File: config.mk
export PLATFORM = sky130hd
export DESIGN_NAME = ofs_fim_csr_regbank
export DESIGN_NICKNAME = d
export VERILOG_FILES = /design/src/rtl/ofs_fim_csr_regbank.sv
export SDC_FILE = /design/constraint.sdc
export NUM_CORES = 1
export LEC_CHECK = 0
export BUFFER_PORTS_ARGS = -buffer_cell sky130_fd_sc_hd__clkbuf_2
export CORE_UTILIZATION = 56
export CTS_BUF_LIST = sky130_fd_sc_hd__clkbuf_2 sky130_fd_sc_hd__clkbuf_4 sky130_fd_sc_hd__clkbuf_8
export DETAILED_ROUTE_END_ITERATION = 6
export PLACE_DENSITY = 0.8
export SYNTH_ARGS = -nofsm -noshare
export SYNTH_HDL_FRONTEND = slang
export SYNTH_SLANG_ARGS = --single-unit
export TNS_END_PERCENT = 100
File: constraint.sdc
create_clock -name clk -period 2.1 [get_ports clk]
set_clock_uncertainty 0.1 [all_clocks]
set_input_delay 0.21 -clock clk [delete_from_list [all_inputs] [get_ports clk]]
set_output_delay 0.21 -clock clk [all_outputs]
set_load 0.005 [all_outputs]
File: src/rtl/ofs_fim_csr_regbank.sv
// CSR register bank: DFH, four scratchpads, RW1C status, saturating event counter, control.
// Writes commit one cycle after acceptance; reads return with a fixed two-cycle latency.
`timescale 1ns/1ps

package ofs_fim_cfg_pkg;
    parameter int MMIO_ADDR_WIDTH = 16;
endpackage

package ofs_csr_pkg;
    typedef enum logic [1:0] {
        LOWER32 = 2'd0,
        UPPER32 = 2'd1,
        FULL64  = 2'd2
    } csr_access_type_t;
endpackage

module ofs_fim_csr_regbank #(
    parameter int          ADDR_WIDTH  = ofs_fim_cfg_pkg::MMIO_ADDR_WIDTH,
    parameter int          DATA_WIDTH  = 64,
    parameter int          WSTRB_WIDTH = DATA_WIDTH/8,
    parameter logic [63:0] DFH_VALUE   = 64'h3000_0000_0000_1000
) (
    input  logic                           clk,
    input  logic                           rst_n,
    input  logic                           csr_write,
    input  logic [ADDR_WIDTH-1:0]          csr_waddr,
    input  ofs_csr_pkg::csr_access_type_t  csr_write_type,
    input  logic [DATA_WIDTH-1:0]          csr_wdata,
    input  logic [WSTRB_WIDTH-1:0]         csr_wstrb,
    output logic                           csr_slv_wready,
    input  logic                           csr_read,
    input  logic [ADDR_WIDTH-1:0]          csr_raddr,
    input  logic                           csr_read_32b,
    output logic [DATA_WIDTH-1:0]          csr_readdata,
    output logic                           csr_readdata_valid,
    input  logic [15:0]                    evt_in,
    output logic [7:0]                     ctrl_out
);

    logic                   wready_q, pend_q;
    logic [ADDR_WIDTH-1:3]  waddr_q;
    logic [DATA_WIDTH-1:0]  wdata_q, wmask;
    logic [WSTRB_WIDTH-1:0] wbe_q, type_mask;
    logic                   accept, commit;
    logic [2:0]             widx;

    logic [DATA_WIDTH-1:0]  scratch_q [4];
    logic [DATA_WIDTH-1:0]  scratch_d [4];
    logic [15:0]            status_q, status_d, status_clr;
    logic [31:0]            evt_cnt_q, evt_cnt_d;
    logic [7:0]             ctrl_q, ctrl_d;

    logic [DATA_WIDTH-1:0]  rd_mux, rd_sel, rd1_q, rdata_q;
    logic                   rd1_v_q, rvalid_q;

    logic                   unused_ok;
    assign unused_ok = ^{csr_raddr[1:0], csr_waddr[2:0]};

    always_comb begin
        case (csr_write_type)
            ofs_csr_pkg::LOWER32: type_mask = WSTRB_WIDTH'(8'h0F);
            ofs_csr_pkg::UPPER32: type_mask = WSTRB_WIDTH'(8'hF0);
            ofs_csr_pkg::FULL64:  type_mask = WSTRB_WIDTH'(8'hFF);
            default:              type_mask = '0;
        endcase
    end

    assign accept = csr_write && wready_q;
    assign widx   = waddr_q[5:3];
    // A commit with no effective bytes must not touch any register, including the clear-on-write ones.
    assign commit = pend_q && (waddr_q[ADDR_WIDTH-1:6] == '0) && (|wbe_q);

    always_comb begin
        wmask = '0;
        for (int unsigned i = 0; i < WSTRB_WIDTH; i++) begin
            wmask[i*8 +: 8] = {8{wbe_q[i]}};
        end
    end

    always_comb begin
        for (int unsigned i = 0; i < 4; i++) begin
            scratch_d[i] = scratch_q[i];
            if (commit && widx == 3'(i + 1)) begin
                scratch_d[i] = (scratch_q[i] & ~wmask) | (wdata_q & wmask);
            end
        end

        status_clr = '0;
        if (commit && widx == 3'd5) begin
            status_clr = wdata_q[15:0] & wmask[15:0];
        end
        status_d = (status_q & ~status_clr) | evt_in;

        if (commit && widx == 3'd6) begin
            evt_cnt_d = {31'b0, evt_in[0]};
        end else if (evt_in[0] && evt_cnt_q != '1) begin
            evt_cnt_d = evt_cnt_q + 32'd1;
        end else begin
            evt_cnt_d = evt_cnt_q;
        end

        ctrl_d = ctrl_q;
        if (commit && widx == 3'd7) begin
            ctrl_d = (ctrl_q & ~wmask[7:0]) | (wdata_q[7:0] & wmask[7:0]);
        end
    end

    always_comb begin
        rd_mux = '0;
        if (csr_raddr[ADDR_WIDTH-1:6] == '0) begin
            case (csr_raddr[5:3])
                3'd0:    rd_mux = DFH_VALUE;
                3'd1:    rd_mux = scratch_q[0];
                3'd2:    rd_mux = scratch_q[1];
                3'd3:    rd_mux = scratch_q[2];
                3'd4:    rd_mux = scratch_q[3];
                3'd5:    rd_mux = DATA_WIDTH'(status_q);
                3'd6:    rd_mux = DATA_WIDTH'(evt_cnt_q);
                default: rd_mux = DATA_WIDTH'(ctrl_q);
            endcase
        end
        rd_sel = rd_mux;
        if (csr_read_32b && csr_raddr[2]) begin
            rd_sel = {rd_mux[DATA_WIDTH-1:DATA_WIDTH/2], rd_mux[DATA_WIDTH-1:DATA_WIDTH/2]};
        end
    end

    always_ff @(posedge clk or negedge rst_n) begin
        if (!rst_n) begin
            wready_q  <= 1'b0;
            pend_q    <= 1'b0;
            waddr_q   <= '0;
            wdata_q   <= '0;
            wbe_q     <= '0;
            for (int unsigned i = 0; i < 4; i++) begin
                scratch_q[i] <= '0;
            end
            status_q  <= '0;
            evt_cnt_q <= '0;
            ctrl_q    <= '0;
            rd1_v_q   <= 1'b0;
            rd1_q     <= '0;
            rvalid_q  <= 1'b0;
            rdata_q   <= '0;
        end else begin
            wready_q <= !accept;
            pend_q   <= accept;
            if (accept) begin
                waddr_q <= csr_waddr[ADDR_WIDTH-1:3];
                wdata_q <= csr_wdata;
                wbe_q   <= csr_wstrb & type_mask;
            end
            for (int unsigned i = 0; i < 4; i++) begin
                scratch_q[i] <= scratch_d[i];
            end
            status_q  <= status_d;
            evt_cnt_q <= evt_cnt_d;
            ctrl_q    <= ctrl_d;

            rd1_v_q  <= csr_read;
            if (csr_read) begin
                rd1_q <= rd_sel;
            end
            rvalid_q <= rd1_v_q;
            if (rd1_v_q) begin
                rdata_q <= rd1_q;
            end
        end
    end

    assign csr_slv_wready     = wready_q;
    assign csr_readdata       = rdata_q;
    assign csr_readdata_valid = rvalid_q;
    assign ctrl_out           = ctrl_q;

endmodule

# Word-level counts from Yosys, hierarchy flattened
# Index checks and enable logic that the tools add are counted.
[totals] register_bits=529 output_inout_bits=74 input_bits=127 wordCells=78
[classes] eq_ne=16 n_addsub=1 n_mux=7 reduce_logical=19 bitwise_logic=19
[op_table] operator="64-bit case mux with 7 select lines" count=1
[op_table] operator="64-bit AND" count=5
[op_table] operator="64-bit OR" count=4
[op_table] operator="32-bit 2-to-1 mux" count=3
[op_table] operator="64-bit 2-to-1 mux" count=1
[op_table] operator="64-bit inverter" count=1
[op_table] operator="32-bit by 1-bit adder with 32-bit output, second input constant" count=1
[op_table] operator="16-bit AND" count=2
[op_table] operator="32-bit inequality test, second input constant" count=1
[op_table] operator="8-bit AND" count=3
[op_table] operator="8-bit case mux with 3 select lines" count=1
[op_table] operator="3-bit == test, second input constant" count=7
[op_table] operator="10-bit zero test" count=2
[op_table] operator="16-bit 2-to-1 mux" count=1
[op_table] operator="16-bit inverter" count=1
[op_table] operator="16-bit OR" count=1
[op_table] operator="3-bit by 2-bit == test with 1-bit output, second input constant" count=4
[op_table] operator="1-bit logical AND" count=12
[op_table] operator="8-bit inverter" count=1
[op_table] operator="8-bit OR" count=1
[op_table] operator="8-bit OR reduction" count=1
[op_table] operator="3-bit by 1-bit == test with 1-bit output, second input constant" count=2
[op_table] operator="3-bit zero test" count=1
[op_table] operator="2-bit by 1-bit == test with 1-bit output, second input constant" count=1
[op_table] operator="other kinds (4)" count=4

# Longest topological paths before layout
# Gate-level depths: netlist of run 1.
[depth] word_depth=8 ltp_mapped=8

# Least setup slack after synthesis of run 1
# OpenSTA, ideal clock, no wires.
[synth_path] path_type="register -> register" start="reg waddr_q[11] in the netlist's numbering" end="reg with a tool-made name" synth_period_minus_slack_ns=2.133 t_arrival_ns=1.908 required_time_ns=1.875 slack_ns=-0.033 path_stages_with_launch=9 setup_time_ns=0.125 n_path_buf=3 path_cell_list="dfrtp_1 nor4b_1 and3_1 clkbuf_1 and2_1 buf_2 and3_1 buf_2 mux2_2"
[synth_lines] item="from (decl)" line_no="41" source="logic [ADDR_WIDTH-1:3] waddr_q;"
[synth_lines] item="from (signal assigned)" line_no="149" source="waddr_q <= csr_waddr[ADDR_WIDTH-1:3];"

==> results of run 1 <==
[stage by stage]
stage	hold WS [ns]	utilization, %	total power [mW]
final	0.0539	72.2	21.9
after global routing	0.0864	72.2	22.6
after CTS	0.00294	71.4	21.9
after detailed placement	0.0492	64.0	12.6
after global placement	0.0447	64.0	12.5
after floorplan	-0.186	-	11.6
[repair_timing]
item,in CTS,in global routing
resized for setup,11,87
pin swaps,4,11
setup endpoints to repair,261,242
buffers inserted,1,5
hold buffers,111,0
endpoints found under the hold margin,634,0
gates cloned,0,0
[kinds of logic after synthesis]
| logic type | count (synthesis) | synth area share (%) |
|---|---|---|
| adders and majority gates | 4 | 0.220 |
| DFF | 529 | 58.2 |
| xor gates and xnor gates | 6 | 0.231 |
| buffers and inverters | 119 | 2.08 |
| muxes | 405 | 19.9 |
| AOI/OAI and AO/OA | 309 | 9.29 |
| and+or+nand+nor | 509 | 10.0 |
[power by group]
group	total [mW]	switching, mW	internal, mW
Sequential	10.9	0.432	10.5
Combinational	1.78	1.03	0.753
Clock	9.16	4.06	5.10
[metal layers]
layer	track usage [%]	part of all wire (%)
met1	41.8	41
met2	52.7	49
met3	5.74	5.8
met4	13.6	4.1
met5	0	0
[final cells by class]
| class | instances | area [um^2] | share of cell area (%) |
|---|---|---|---|
| tap | 525 | 657 | 2.28 |
| timing repair buffer | 477 | 3800 | 13.2 |
| clock buffer | 133 | 1690 | 5.87 |
| inverter | 17 | 63.8 | 0.221 |
| clock inverter | 12 | 75.1 | 0.260 |
| sequential | 529 | 13200 | 45.9 |
| multi-input combinational | 1233 | 9300 | 32.3 |
[layout by cell type, fill, tap and decap left out, types with 5 or more instances in the layout]
| cell type | n |
|---|---|
| sky130_fd_sc_hd__a21o_1 | 17 |
| sky130_fd_sc_hd__a21oi_1 | 73 |
| sky130_fd_sc_hd__a221o_1 | 14 |
| sky130_fd_sc_hd__a221oi_1 | 14 |
| sky130_fd_sc_hd__a22oi_1 | 77 |
| sky130_fd_sc_hd__and3_4 | 6 |
| sky130_fd_sc_hd__buf_12 | 25 |
| sky130_fd_sc_hd__buf_4 | 119 |
| sky130_fd_sc_hd__buf_6 | 26 |
| sky130_fd_sc_hd__clkbuf_2 | 194 |
| sky130_fd_sc_hd__clkbuf_4 | 22 |
| sky130_fd_sc_hd__clkbuf_8 | 111 |
| sky130_fd_sc_hd__clkinv_2 | 7 |
| sky130_fd_sc_hd__dfrtp_1 | 528 |
| sky130_fd_sc_hd__dlygate4sd3_1 | 110 |
| sky130_fd_sc_hd__inv_1 | 15 |
| sky130_fd_sc_hd__mux2_2 | 352 |
| sky130_fd_sc_hd__mux2_4 | 22 |
| sky130_fd_sc_hd__mux2i_1 | 31 |
| sky130_fd_sc_hd__nand2_1 | 318 |
| sky130_fd_sc_hd__nand2_2 | 5 |
| sky130_fd_sc_hd__nand2b_1 | 5 |
| sky130_fd_sc_hd__nand3_1 | 32 |
| sky130_fd_sc_hd__nand4_1 | 9 |
| sky130_fd_sc_hd__nor2_1 | 39 |
| sky130_fd_sc_hd__nor2b_1 | 24 |
| sky130_fd_sc_hd__nor3_1 | 10 |
| sky130_fd_sc_hd__nor4_1 | 5 |
| sky130_fd_sc_hd__o211ai_1 | 10 |
| sky130_fd_sc_hd__o21ai_0 | 31 |
| sky130_fd_sc_hd__o21ai_1 | 6 |
| sky130_fd_sc_hd__o22ai_1 | 21 |
| sky130_fd_sc_hd__o2bb2ai_1 | 7 |
| sky130_fd_sc_hd__or3_1 | 15 |
| sky130_fd_sc_hd__xnor2_1 | 5 |
[worst paths after layout]
kind,from,endpoint,cells after the start
min in group asynchronous,rst_n,evt_cnt_q[12]$_DFFE_PN0P_,3
max,waddr_q[7]$_DFFE_PN0P_,flip-flop,7
min reg2reg,status_q[0]$_DFF_PN0_,status_q[0]$_DFF_PN0_,1
max reg2reg,waddr_q[7]$_DFFE_PN0P_,flip-flop,7
min,csr_write_type[0],wbe_q[0]$_DFFE_PN0P_,4
max in group asynchronous,rst_n,wdata_q[63]$_DFFE_PN0P_,3
[worst max-delay path, stage by stage (launching register included)]
cell and delay (ns):
sky130_fd_sc_hd__dfrtp_1 0.39, sky130_fd_sc_hd__nor4_2 0.30, sky130_fd_sc_hd__and3_4 0.27, sky130_fd_sc_hd__and2_4 0.26, sky130_fd_sc_hd__buf_6 0.15, sky130_fd_sc_hd__nand3_2 0.09
sky130_fd_sc_hd__buf_6 0.16, sky130_fd_sc_hd__mux2_4 0.31
==> impl_summary.txt, run 1 <==
----------------------------------------------------
[Floorplanning]
  Y dimension of the die ... 203 um
  Total number of placement rows ... 73
  Die width ... 203 um
  Initial cell density of the core ... 56.9%
  DIE AREA ... 41400 um^2
  Number of primary I/O pins ... 201
  Core ar. ... 39900 um^2

[Timing]
  Transition time of the tightest slew-check pin ... 1.10 ns
  Setup violators final ... 27
  Final worst path period share ... 102%
  Crit path time final ... 2.14 ns
  Smallest setup slack after layout ... -0.0405 ns
  Final Slew Violations ... 0
  Hold violation count in the final report ... 0
  Total negative slack ... -0.244 ns
  Max Fclk ... 467 MHz
  RSZ-0062 raised after global routing ... yes
  Slew headroom ... 26.7%

[GRT]
  Initial antenna violation count ... 0
  First-pass GRT wire length ... 102000 um
  Overall fraction of global-route tracks in use ... 32.0%
  Residual overflow from global routing ... 0
  Maximum number of pins on one net before global-route repair ... 87
  Vias in the first global route ... 18273

[Drt]
  Routed wirelength normalized by instance count ... 22.4 um
  Routed WL ... 65600 um
  Number of iterations in the first detailed-routing pass ... 5
  Total via count in the routed design ... 17602
  Post-DR vias/cell ... 6.02
  Number of DRC violations after detailed routing ... 0
  DRT antenna net count ... 0
  Number of design-rule violations left by the first detailed-router iteration ... 1385

[Final layout]
  Share of post-route cells with drive strength above 1 ... 38.8%
  Total number of nets in the final design ... 2475
  Count of non-filler cells in the finished layout ... 2926
  Antenna diodes ... 0
  Layout fillers ... 2544
  Area Growth Syn to Fin ... 26.9%
  Total non-filler cell area in the finished layout ... 28800 um^2

[CTS]
  Clock Pin Slew Worst Setup and Hold Paths ... 0.06 ns
  Total clock buffers created by CTS ... 86
  H-tree levels ... 3
  TritonCTS clock tree ... done
  Latest clock arrival within the worst-skew pair ... 0.66 ns
  Clock root buffer master ... sky130_fd_sc_hd__clkbuf_8
  Largest buffer count on any clock path ... 3
  Clock sink count ... 529

[Place]
  Worst slack, placed ... -0.174 ns
  Total placed instance area ... 25600 um^2
  Final estimated routing congestion in global placement ... 0.922
  HPWL Detailed ... 42900 um
  Count of port buffers added during placement ... 195
  Placed cell count ... 2667

[Synth]
  Portion of the post-synthesis area used by sequential elements ... 58.2%
  Syn Nets ... 2012
  Count of flip-flops with a built-in enable after synthesis ... 0
  Post-synthesis register bit count ... 529
  Share of the synthesized area in the top cell type ... 58.2%
  Most numerous cell types in the synthesized netlist ... sky130_fd_sc_hd__dfrtp_1, sky130_fd_sc_hd__mux2_2, sky130_fd_sc_hd__nand2_1, sky130_fd_sc_hd__a22oi_1, sky130_fd_sc_hd__a21oi_1
  Count of mapped cells out of synthesis ... 1881
  Largest area contributor in the synthesized netlist ... sky130_fd_sc_hd__dfrtp_1
  Count of cell types in the netlist ... 67
  Cells taking the most area after synthesis ... sky130_fd_sc_hd__dfrtp_1, sky130_fd_sc_hd__mux2_2, sky130_fd_sc_hd__nand2_1
  Share of synthesized flip-flops with an asynchronous set or reset ... 100%
  Cell area after synthesis ... 22700 um^2
  Number of warnings printed during yosys synthesis ... 0
  Most common cell in the synthesized netlist ... sky130_fd_sc_hd__dfrtp_1
  Top FF cell, synth ... sky130_fd_sc_hd__dfrtp_1
  Average cell area after synthesis ... 12.1 um^2

[Flow run]
  # Max-Cap Violations ... 0

[Outcome]
  Result of the run ... finished with violations
  Failing checks ... setup timing

[Worst setup path]
  Crit start category ... flip-flop
  Critical path peak fanout ... 8
  Arrival time reported for the critical path endpoint ... 2.59 ns
  CP required ... 2.55 ns
  Type of the setup path with the least slack ... flip-flop to flip-flop
  Flop2flop setup slack ... -0.04 ns
  Crit. End Element ... flip-flop

[Hold path]
  Worst hold-check path type ... primary input to flip-flop

[Pwr]
  Static leakage ... 14.4 nW
  Worst vdd rail ir drop ... 0.545 mV
  Total power per unit cell area ... 758 nW/um^2

----------------------------------------------------
Note: power is estimated with default switching activity, not from simulation.
==> run 2: changes to the inputs <==
--- a/config.mk
+++ b/config.mk
@@ -5,11 +5,12 @@
 export SDC_FILE = /design/constraint.sdc
 export NUM_CORES = 1
 export LEC_CHECK = 0
+export ABC_AREA = 1
 export BUFFER_PORTS_ARGS = -buffer_cell sky130_fd_sc_hd__clkbuf_2
 export CORE_UTILIZATION = 56
 export CTS_BUF_LIST = sky130_fd_sc_hd__clkbuf_2 sky130_fd_sc_hd__clkbuf_4 sky130_fd_sc_hd__clkbuf_8
 export DETAILED_ROUTE_END_ITERATION = 6
-export PLACE_DENSITY = 0.8
+export PLACE_DENSITY = 0.79
 export SYNTH_ARGS = -nofsm -noshare
 export SYNTH_HDL_FRONTEND = slang
 export SYNTH_SLANG_ARGS = --single-unit
==> impl_summary.txt, run 2 <==
----------------------------------------------------
[Worst setup path]
  CP required ... 2.60 ns
  Critical path peak fanout ... 27
  Type of the setup path with the least slack ... flip-flop to flip-flop
  Crit start category ... flip-flop
  Arrival time reported for the critical path endpoint ... 2.53 ns
  Crit. End Element ... flip-flop

[CTS]
  Largest buffer count on any clock path ... 3
  Total clock buffers created by CTS ... 87
  Clock Pin Slew Worst Setup and Hold Paths ... 0.06 ns
  H-tree levels ... 3
  Latest clock arrival within the worst-skew pair ... 0.69 ns
  Clock sink count ... 529
  Clock root buffer master ... sky130_fd_sc_hd__clkbuf_8
  TritonCTS clock tree ... done

[Pwr]
  Clock network fraction of design power ... 41.7%
  Final total power ... 23.2 mW
  Sequential power share ... 47.3%
  Static leakage ... 16.5 nW
  Total power per unit cell area ... 737 nW/um^2
  Relative contribution of combinational cells to total power ... 11.0%
  Worst vdd rail ir drop ... 0.550 mV
  Int Pwr ... 16.9 mW
  Switching part of the total power ... 27.1%
  Power spent charging and discharging nets ... 6.27 mW

[Drt]
  Number of design-rule violations left by the first detailed-router iteration ... 3145
  Routed WL ... 80500 um
  Routed wirelength normalized by instance count ... 19.2 um
  Total via count in the routed design ... 24592
  Post-DR vias/cell ... 5.87
  Number of DRC violations after detailed routing ... 2
  DRT antenna net count ... 0
  Number of iterations in the first detailed-routing pass ... 7

[Timing]
  Total negative slack ... 0 ns
  Slew headroom ... 37.7%
  RSZ-0062 raised after global routing ... yes
  Crit path time final ... 2.02 ns
  Final Slew Violations ... 0
  Smallest setup slack after layout ... 0.0762 ns
  Setup violators final ... 0
  Max Fclk ... 494 MHz
  Final worst path period share ... 96.4%
  Hold violation count in the final report ... 0
  Transition time of the tightest slew-check pin ... 0.930 ns

[Floorplanning]
  Die width ... 214 um
  Core ar. ... 44300 um^2
  Initial cell density of the core ... 57.0%
  Number of primary I/O pins ... 201
  DIE AREA ... 45900 um^2
  Total number of placement rows ... 77
  Y dimension of the die ... 214 um

[GRT]
  Initial antenna violation count ... 1
  Overall fraction of global-route tracks in use ... 35.5%
  Maximum number of pins on one net before global-route repair ... 106
  First-pass GRT wire length ... 129000 um
  Residual overflow from global routing ... 0
  Vias in the first global route ... 23989

[Synth]
  Most common cell in the synthesized netlist ... sky130_fd_sc_hd__nand2_1
  Syn Nets ... 3261
  Most numerous cell types in the synthesized netlist ... sky130_fd_sc_hd__nand2_1, sky130_fd_sc_hd__dfrtp_1, sky130_fd_sc_hd__nand4_1, sky130_fd_sc_hd__nand3_1, sky130_fd_sc_hd__nor2_1
  Cells taking the most area after synthesis ... sky130_fd_sc_hd__dfrtp_1, sky130_fd_sc_hd__nand2_1, sky130_fd_sc_hd__nand4_1
  Share of synthesized flip-flops with an asynchronous set or reset ... 100%
  Largest area contributor in the synthesized netlist ... sky130_fd_sc_hd__dfrtp_1
  Post-synthesis register bit count ... 529
  Portion of the post-synthesis area used by sequential elements ... 52.4%
  Count of flip-flops with a built-in enable after synthesis ... 0
  Number of warnings printed during yosys synthesis ... 0
  Top FF cell, synth ... sky130_fd_sc_hd__dfrtp_1
  Share of the synthesized area in the top cell type ... 52.4%
  Count of mapped cells out of synthesis ... 3130
  Count of cell types in the netlist ... 32
  Cell area after synthesis ... 25200 um^2
  Average cell area after synthesis ... 8.07 um^2

[Place]
  HPWL Detailed ... 53100 um
  Count of port buffers added during placement ... 195
  Final estimated routing congestion in global placement ... 1.03
  Worst slack, placed ... -0.290 ns
  Placed cell count ... 3858

[Flow run]
  # Max-Cap Violations ... 0

[Outcome]
  Result of the run ... finished with violations
  Failing checks ... DRC

[Final layout]
  Total number of nets in the final design ... 3659
  Share of post-route cells with drive strength above 1 ... 17.4%
  Utilization after layout ... 71.0%
  Commonest non-fill, non-tap cell in the layout ... sky130_fd_sc_hd__nand2_1
  Count of non-filler cells in the finished layout ... 4188
  Commonest cells after routing, fill and taps aside ... sky130_fd_sc_hd__nand2_1, sky130_fd_sc_hd__dfrtp_1, sky130_fd_sc_hd__nand4_1
  Area Growth Syn to Fin ... 24.6%

[Hold path]
  Worst hold-check path type ... primary input to flip-flop

----------------------------------------------------
[run 2: cell families after synthesis]
| logic type | share of synthesized area [%] |
|---|---|
| AOI/OAI and AO/OA | 2.57 |
| xor gates and xnor gates | 0.416 |
| adders and majority gates | 0.198 |
| buffers and inverters | 5.78 |
| DFF | 52.4 |
| muxes | 2.85 |
| and+or+nand+nor | 35.8 |
[run 2: repair_timing]
item                                    in CTS  in global routing
endpoints found under the hold margin      698                  0
buffers inserted                             0                  4
cloned                                       0                  2
resized for setup                            3                 15
pin swaps                                    0                  1
hold buffers                               167                  0
endpoints found under the setup margin     138                291
[run 2: critical path, stage by stage, from the launching register on]
cell                       delay [ns]
sky130_fd_sc_hd__dfrtp_1         0.38
sky130_fd_sc_hd__nor2_1          0.15
sky130_fd_sc_hd__nand2_1         0.17
sky130_fd_sc_hd__nor2_2          0.30
sky130_fd_sc_hd__nor2_4          0.08
sky130_fd_sc_hd__buf_4           0.16
sky130_fd_sc_hd__buf_4           0.13
sky130_fd_sc_hd__nand2_1         0.10
sky130_fd_sc_hd__buf_12          0.19
sky130_fd_sc_hd__nand3b_1        0.10
sky130_fd_sc_hd__nand2_1         0.07
[run 2: area by class of cell]
| class | instances | area (um^2) |
|---|---|---|
| clock buffer | 134 | 1690 |
| antenna | 1 | 2.50 |
| fill | 3367 | 12900 |
| timing repair buffer | 519 | 4360 |
| inverter | 150 | 566 |
| clock inverter | 22 | 188 |
| sequential | 529 | 13200 |
| tap | 592 | 741 |
| multi-input combinational | 2241 | 10700 |
[run 2: final timing paths]
check                           depth (start not counted)                 start                        to  slack, ns
min in group asynchronous                               3                 rst_n                 async pin       0.14
worst min register to register                          2             flip-flop                 flip-flop       0.37
worst max register to register                         10  wbe_q[5]$_DFFE_PN0P_  evt_cnt_q[7]$_DFFE_PN0P_       0.08
max in group asynchronous                               3                 rst_n      wbe_q[5]$_DFFE_PN0P_       1.28
worst max-delay path                                   10  wbe_q[5]$_DFFE_PN0P_  evt_cnt_q[7]$_DFFE_PN0P_       0.08
worst min-delay path                                    5     csr_write_type[1]      wbe_q[5]$_DFFE_PN0P_       0.08
[run 2: power by group through the flow]
stage	Clock [mW]	Sequential [mW]	Combinational (mW)
floorplan	0	11.0	1.12
global placement	0	11.1	2.04
detailed placement	0	11.1	2.09
CTS	9.74	10.9	2.47
global route	10.2	11.0	2.76
finish	9.66	11.0	2.55
[run 2: per-layer routing]
layer	track usage (%)	up-vias	wire length [um]
li1	-	11212	-
met1	48.2	11745	32000
met2	54.7	1419	36700
met3	8.26	216	8770
met4	15.8	0	3000
met5	0	-	0
[run 2: metrics by stage]
| stage | hold WS [ns] | cell area (um^2) |
|---|---|---|
| 2_1_floorplan | -0.186 | 25200 |
| 3_3_place_gp | 0.0460 | 27700 |
| 3_5_place_dp | 0.0456 | 27700 |
| 4_1_cts | 0.0344 | 31300 |
| 5_1_grt | 0.0739 | 31400 |
| 6_report | 0.0800 | 31400 |
